[src/rtl/rf_wb_arbiter.sv]
// rf_wb_arbiter: shares the register-file write port among NREQ requesters and tracks pending writes; `RF_WB_RR_EN selects round-robin, otherwise fixed priority.
// Latency: handshake at edge N -> write presented in cycle N+1; ready never depends on the output stage (no self back-pressure).
module rf_wb_arbiter #(
   parameter int NREQ = 3
) (
   input  logic              clk,
   input  logic              rst,
   input  logic [NREQ-1:0]   req_valid,
   output logic [NREQ-1:0]   req_ready,
   input  logic [NREQ*5-1:0] req_reg,
   input  logic [NREQ*32-1:0] req_data,
   input  logic              reserve,
   input  logic [4:0]        reserve_reg,
   output logic [31:0]       busy,
   output logic              conflict,
   output logic              write,
   output logic [4:0]        write_reg,
   output logic [31:0]       write_data
);

   localparam int PW = $clog2(NREQ);

   typedef struct packed {
      logic [4:0]  wreg;
      logic [31:0] wdat;
   } wb_t;

   logic [PW-1:0]   gidx;
   logic [NREQ-1:0] grant;
   logic            hs;
   wb_t             win;

   logic            write_q, write_d;
   wb_t             out_q, out_d;
   logic [31:0]     busy_q, busy_d;
   logic            conflict_q, conflict_d;
   logic [31:0]     set_vec, clr_vec;

   function automatic logic [PW-1:0] lowest(input logic [NREQ-1:0] v);
      logic [PW-1:0] r;
      r = '0;
      for (int i = NREQ - 1; i >= 0; i--) begin
         if (v[i]) r = PW'(i);
      end
      return r;
   endfunction

`ifdef RF_WB_RR_EN
   logic [PW-1:0]   ptr_q, ptr_d;
   logic [NREQ-1:0] above_ptr, masked;

   // Requesters above the last winner go first; wrap to the lowest valid otherwise.
   always_comb begin
      above_ptr = '0;
      for (int i = 0; i < NREQ; i++) begin
         above_ptr[i] = (PW'(i) > ptr_q);
      end
      masked = req_valid & above_ptr;
      gidx   = (|masked) ? lowest(masked) : lowest(req_valid);
   end

   assign ptr_d = hs ? gidx : ptr_q;

   always_ff @(posedge clk) begin
      if (rst) ptr_q <= PW'(NREQ - 1);
      else     ptr_q <= ptr_d;
   end
`else
   always_comb gidx = lowest(req_valid);
`endif

   always_comb begin
      grant = '0;
      if (!rst && (|req_valid)) grant[gidx] = 1'b1;
   end

   assign req_ready = grant;
   assign hs        = |grant;

   always_comb begin
      win.wreg = req_reg[5*int'(gidx) +: 5];
      win.wdat = req_data[32*int'(gidx) +: 32];
   end

   // A write to r0 is consumed but never reaches the register file.
   always_comb begin
      write_d = 1'b0;
      out_d   = out_q;
      if (hs) begin
         write_d = (win.wreg != 5'd0);
         out_d   = win;
      end
   end

   always_comb begin
      set_vec = '0;
      clr_vec = '0;
      if (reserve && (reserve_reg != 5'd0)) set_vec[reserve_reg] = 1'b1;
      if (write_q) clr_vec[out_q.wreg] = 1'b1;
      busy_d     = (busy_q & ~clr_vec) | set_vec;
      busy_d[0]  = 1'b0;
      conflict_d = conflict_q | (|(set_vec & busy_q & ~clr_vec));
   end

   always_ff @(posedge clk) begin
      if (rst) begin
         write_q    <= 1'b0;
         out_q      <= '0;
         busy_q     <= '0;
         conflict_q <= 1'b0;
      end else begin
         write_q    <= write_d;
         out_q      <= out_d;
         busy_q     <= busy_d;
         conflict_q <= conflict_d;
      end
   end

   assign write      = write_q;
   assign write_reg  = out_q.wreg;
   assign write_data = out_q.wdat;
   assign busy       = busy_q;
   assign conflict   = conflict_q;

   a_one_grant: assert property (@(posedge clk) disable iff (rst) $onehot0(req_ready));
   a_grant_valid: assert property (@(posedge clk) disable iff (rst) (req_ready & ~req_valid) == '0);
   a_no_starve_idle: assert property (@(posedge clk) disable iff (rst) (|req_valid) == (|req_ready));
   a_r0_free: assert property (@(posedge clk) disable iff (rst) !busy[0]);

endmodule

[config.mk]
export PLATFORM = sky130hd
export DESIGN_NAME = rf_wb_arbiter
export DESIGN_NICKNAME = d
export VERILOG_FILES = /design/src/rtl/rf_wb_arbiter.sv
export SDC_FILE = /design/constraint.sdc
export NUM_CORES = 1
export LEC_CHECK = 0
export ABC_AREA = 1
export BUFFER_PORTS_ARGS = -buffer_cell sky130_fd_sc_hd__buf_2
export CAP_MARGIN = 25
export CORE_ASPECT_RATIO = 0.5
export CORE_MARGIN = 2
export CORE_UTILIZATION = 40
export CTS_CLUSTER_DIAMETER = 60
export DETAILED_ROUTE_END_ITERATION = 10
export PLACE_DENSITY_LB_ADDON = 0.08
export SLEW_MARGIN = 10
export SYNTH_ARGS = -nofsm -noshare
export SYNTH_HDL_FRONTEND = slang
export SYNTH_SLANG_ARGS = --single-unit
[constraint.sdc]
create_clock -name clk -period 1.3 [get_ports clk]
set_clock_uncertainty 0.05 [all_clocks]
set_input_delay 0.325 -clock clk [delete_from_list [all_inputs] [get_ports clk]]
set_output_delay 0.325 -clock clk [all_outputs]
set_load 0.005 [all_outputs]
==> metrics <==
top-level port count=slightly below 200; Clock Latency Late Sink=0.33 ns; post-detailed-route via-to-cell ratio=roughly 5; crit-path max FO=7; first-pass GRT wire length=20,100 um; Setup WS pre-CTS=-0.228 ns; total CTS buffers=9; Comb pwr share=between 10% and 20%; Crit Path Category=register to register; failing checks=DRC, setup timing; Power Internal=4410 uW; Placed Cells=940; number of flops mapped to enable cells by yosys=0; Worst Path Arrival=roughly 1.7 ns; die height=between 70 and 80 um; max FFs per register=32; register bit total from synthesis=70; final setup vio count=13; fin crit period=1.53 ns; row count=24; Mapped Area=0.00370 mm2; 1st-iter DRT viols=between 200 and 250; WP data required=1.46 ns; post-synth net total=roughly 700; largest net degree at the start of global routing=41; unrepaired setup endpoints after global routing=yes; register area=about 0.0014 mm2; Worst-path clk slew=0.06 ns; PwrDens=around 990 mW/mm2; Avg Inst Size Synth=~6.4 um2; area share of the largest cell type after synthesis=37.9%; DR pass1 iterations=8; Util after Layout=just under 70%; layout cell share with drive strength beyond 1=around 42%; Core ar.=0.00886 mm2; met3 usage=approximately 5.2%; Clock Sinks=70; post-synth top area cell=dfxtp_1; Worst VDD drop=0.000748 V; footprint of the multi-input gates=0.00225 mm2; Fmax=653 MHz; Layout area overhead=64.2%; Ys Warns=0; GRT Total Usage=24.7%; Fin Setup TNS=-0.997 ns; P_sw=approximately 1600 uW; PortBufs=194; asr flop ratio synth=0%; Vias=slightly below 5,000; fin crit share=118%; Syn Inst Count=approximately 580; n_diodes=0; Synth area leaders=dfxtp_1 (38%), nand2_1 (17%), nand3_1 (10%); run status=finished with violations; M2 GR Usage=a little over two fifths; Lkg Pwr=roughly 0.003 uW; dpl hpwl=between 9000 and 10,000 um; GPL Wtd Cong=approximately 0.86; clock root cell=clkbuf_16; post-synthesis sequential area ratio=37.9%; FILL cells=815; Synth cell types=22; CTS tree=built; Synth Flop Type=dfxtp_1; final WL=12,900 um; Worst Hold Class=primary input to register; Worst Setup End Kind=register; Final Hold Fails=0; Max Transition Viols Final=0; worst setup margin=-0.231 ns; MaxCap Viol Count=0; clock share of power=between 40% and 50%; H-Tree Depth=3; DR DRC count=5; initial cell density of the core=between 40% and 50%; Die W=between 100 and 150 um; Non-Filler Instances=971; die area=just over 0.01 mm2; GRT Residual Overflow=0; number of global-route vias before repair=~4,400; final antenna-violating net count=0; met1 usage=31.1%; gr busiest metal=met2; initial antenna violation count=0; WL/cell=~13 um; final net count=about 970; critical path startpoint category=register; flop2flop setup slack=-0.23 ns; Reg power frac=38.7%; sw frac=a little over a quarter; Bufs on Longest Clock Path=2
-- worst max-delay path: stages, from the launching register on --
cell and delay, ns:
dfxtp_4 0.36, buf_6 0.12, nor3_4 0.28, nand2_1 0.12, nand3_1 0.11, nand2_1 0.06, nor2_1 0.09, nand2_1 0.07
nor2_1 0.10, a21oi_1 0.07
-- cells in the final DEF, fill, tap and decap left out, drive strengths merged --
| cell | synthesis | final |
|---|---|---|
| conb | 1 | 1 |
| inv | 24 | 25 |
| buf | 14 | 289 |
| o21a | 1 | 1 |
| clkinv | 1 | 2 |
| nor3 | 5 | 5 |
| nand2 | 170 | 170 |
| bufinv | 0 | 1 |
| nor2 | 94 | 94 |
| a31oi | 5 | 5 |
| clkinvlp | 0 | 2 |
| clkbuf | 16 | 11 |
| o21ai | 3 | 3 |
| dfxtp | 70 | 70 |
| o211ai | 35 | 35 |
| nand3 | 76 | 76 |
| o21bai | 1 | 1 |
| a21oi | 63 | 63 |
-- final timing paths --
kind                    endpoint  depth (start not counted)      startpoint
setup / recovery        conflict                          9    write_reg[4]
hold / removal    write_data[10]                          3    req_data[74]
setup reg to reg        conflict                          9    write_reg[4]
hold reg to reg   write_data[14]                          2  write_data[14]
-- kinds of logic (layout without fill, tap and decap cells) --
kind of cell	count (synthesis)	in the layout	share of synthesized area, %
AO/OA/AOI/OAI	108	108	17.3
buffers and inverters	55	330	6.02
flip-flops	70	70	37.9
other	1	1	0.101
AND/OR/NAND/NOR	345	345	38.7
-- area by class of cell --
type / count / share of cell area [%]
Timing Repair Buffer: 289 / 30.4
Multi-Input combinational cell: 454 / 36.9
Tap cell: 117 / 2.41
Inverter: 25 / 1.69
Sequential cell: 70 / 23.4
Clock inverter: 5 / 0.926
Clock buffer: 11 / 4.16
-- what timing repair did --
item,CTS,global route
hold buffers,0,0
endpoints found under the setup margin,23,28
pin swaps,12,14
resized for setup,36,37
buffers inserted,5,12
-- metal layers --
| layer | part of all wire (%) | routed length (um) |
|---|---|---|
| met1 | 44 | 5710 |
| met2 | 49 | 6270 |
| met3 | 5.0 | 650 |
| met4 | 2.3 | 291 |
| met5 | 0 | 0 |
-- synth_stat cells, types with 4 or more instances --
library cell and count:
a21oi_1 63, a31oi_1 5, buf_2 10, clkbuf_1 16
dfxtp_1 70, inv_1 22, nand2_1 169, nand3_1 76
nor2_1 90, nor2_4 4, nor3_1 4, o211ai_1 35
-- through the flow --
step	power, uW	hold slack (ns)	cell area (um2)
6_report	5990	0.245	6080
5_1_grt	6240	0.262	6080
4_1_cts	5980	0.242	5860
3_5_place_dp	3400	0.401	5400
3_3_place_gp	3390	0.398	5400
2_1_floorplan	2840	0.411	3750
-- power by group through the flow --
stage | Combinational, uW | Sequential (uW) | Clock, uW
finish | 1140 | 2320 | 2530
global placement | 1030 | 2360 | 0
global route | 1270 | 2330 | 2640
floorplan | 464 | 2370 | 0
detailed placement | 1040 | 2360 | 0
CTS | 1080 | 2320 | 2580
Note: power is estimated with default switching activity, not from simulation.
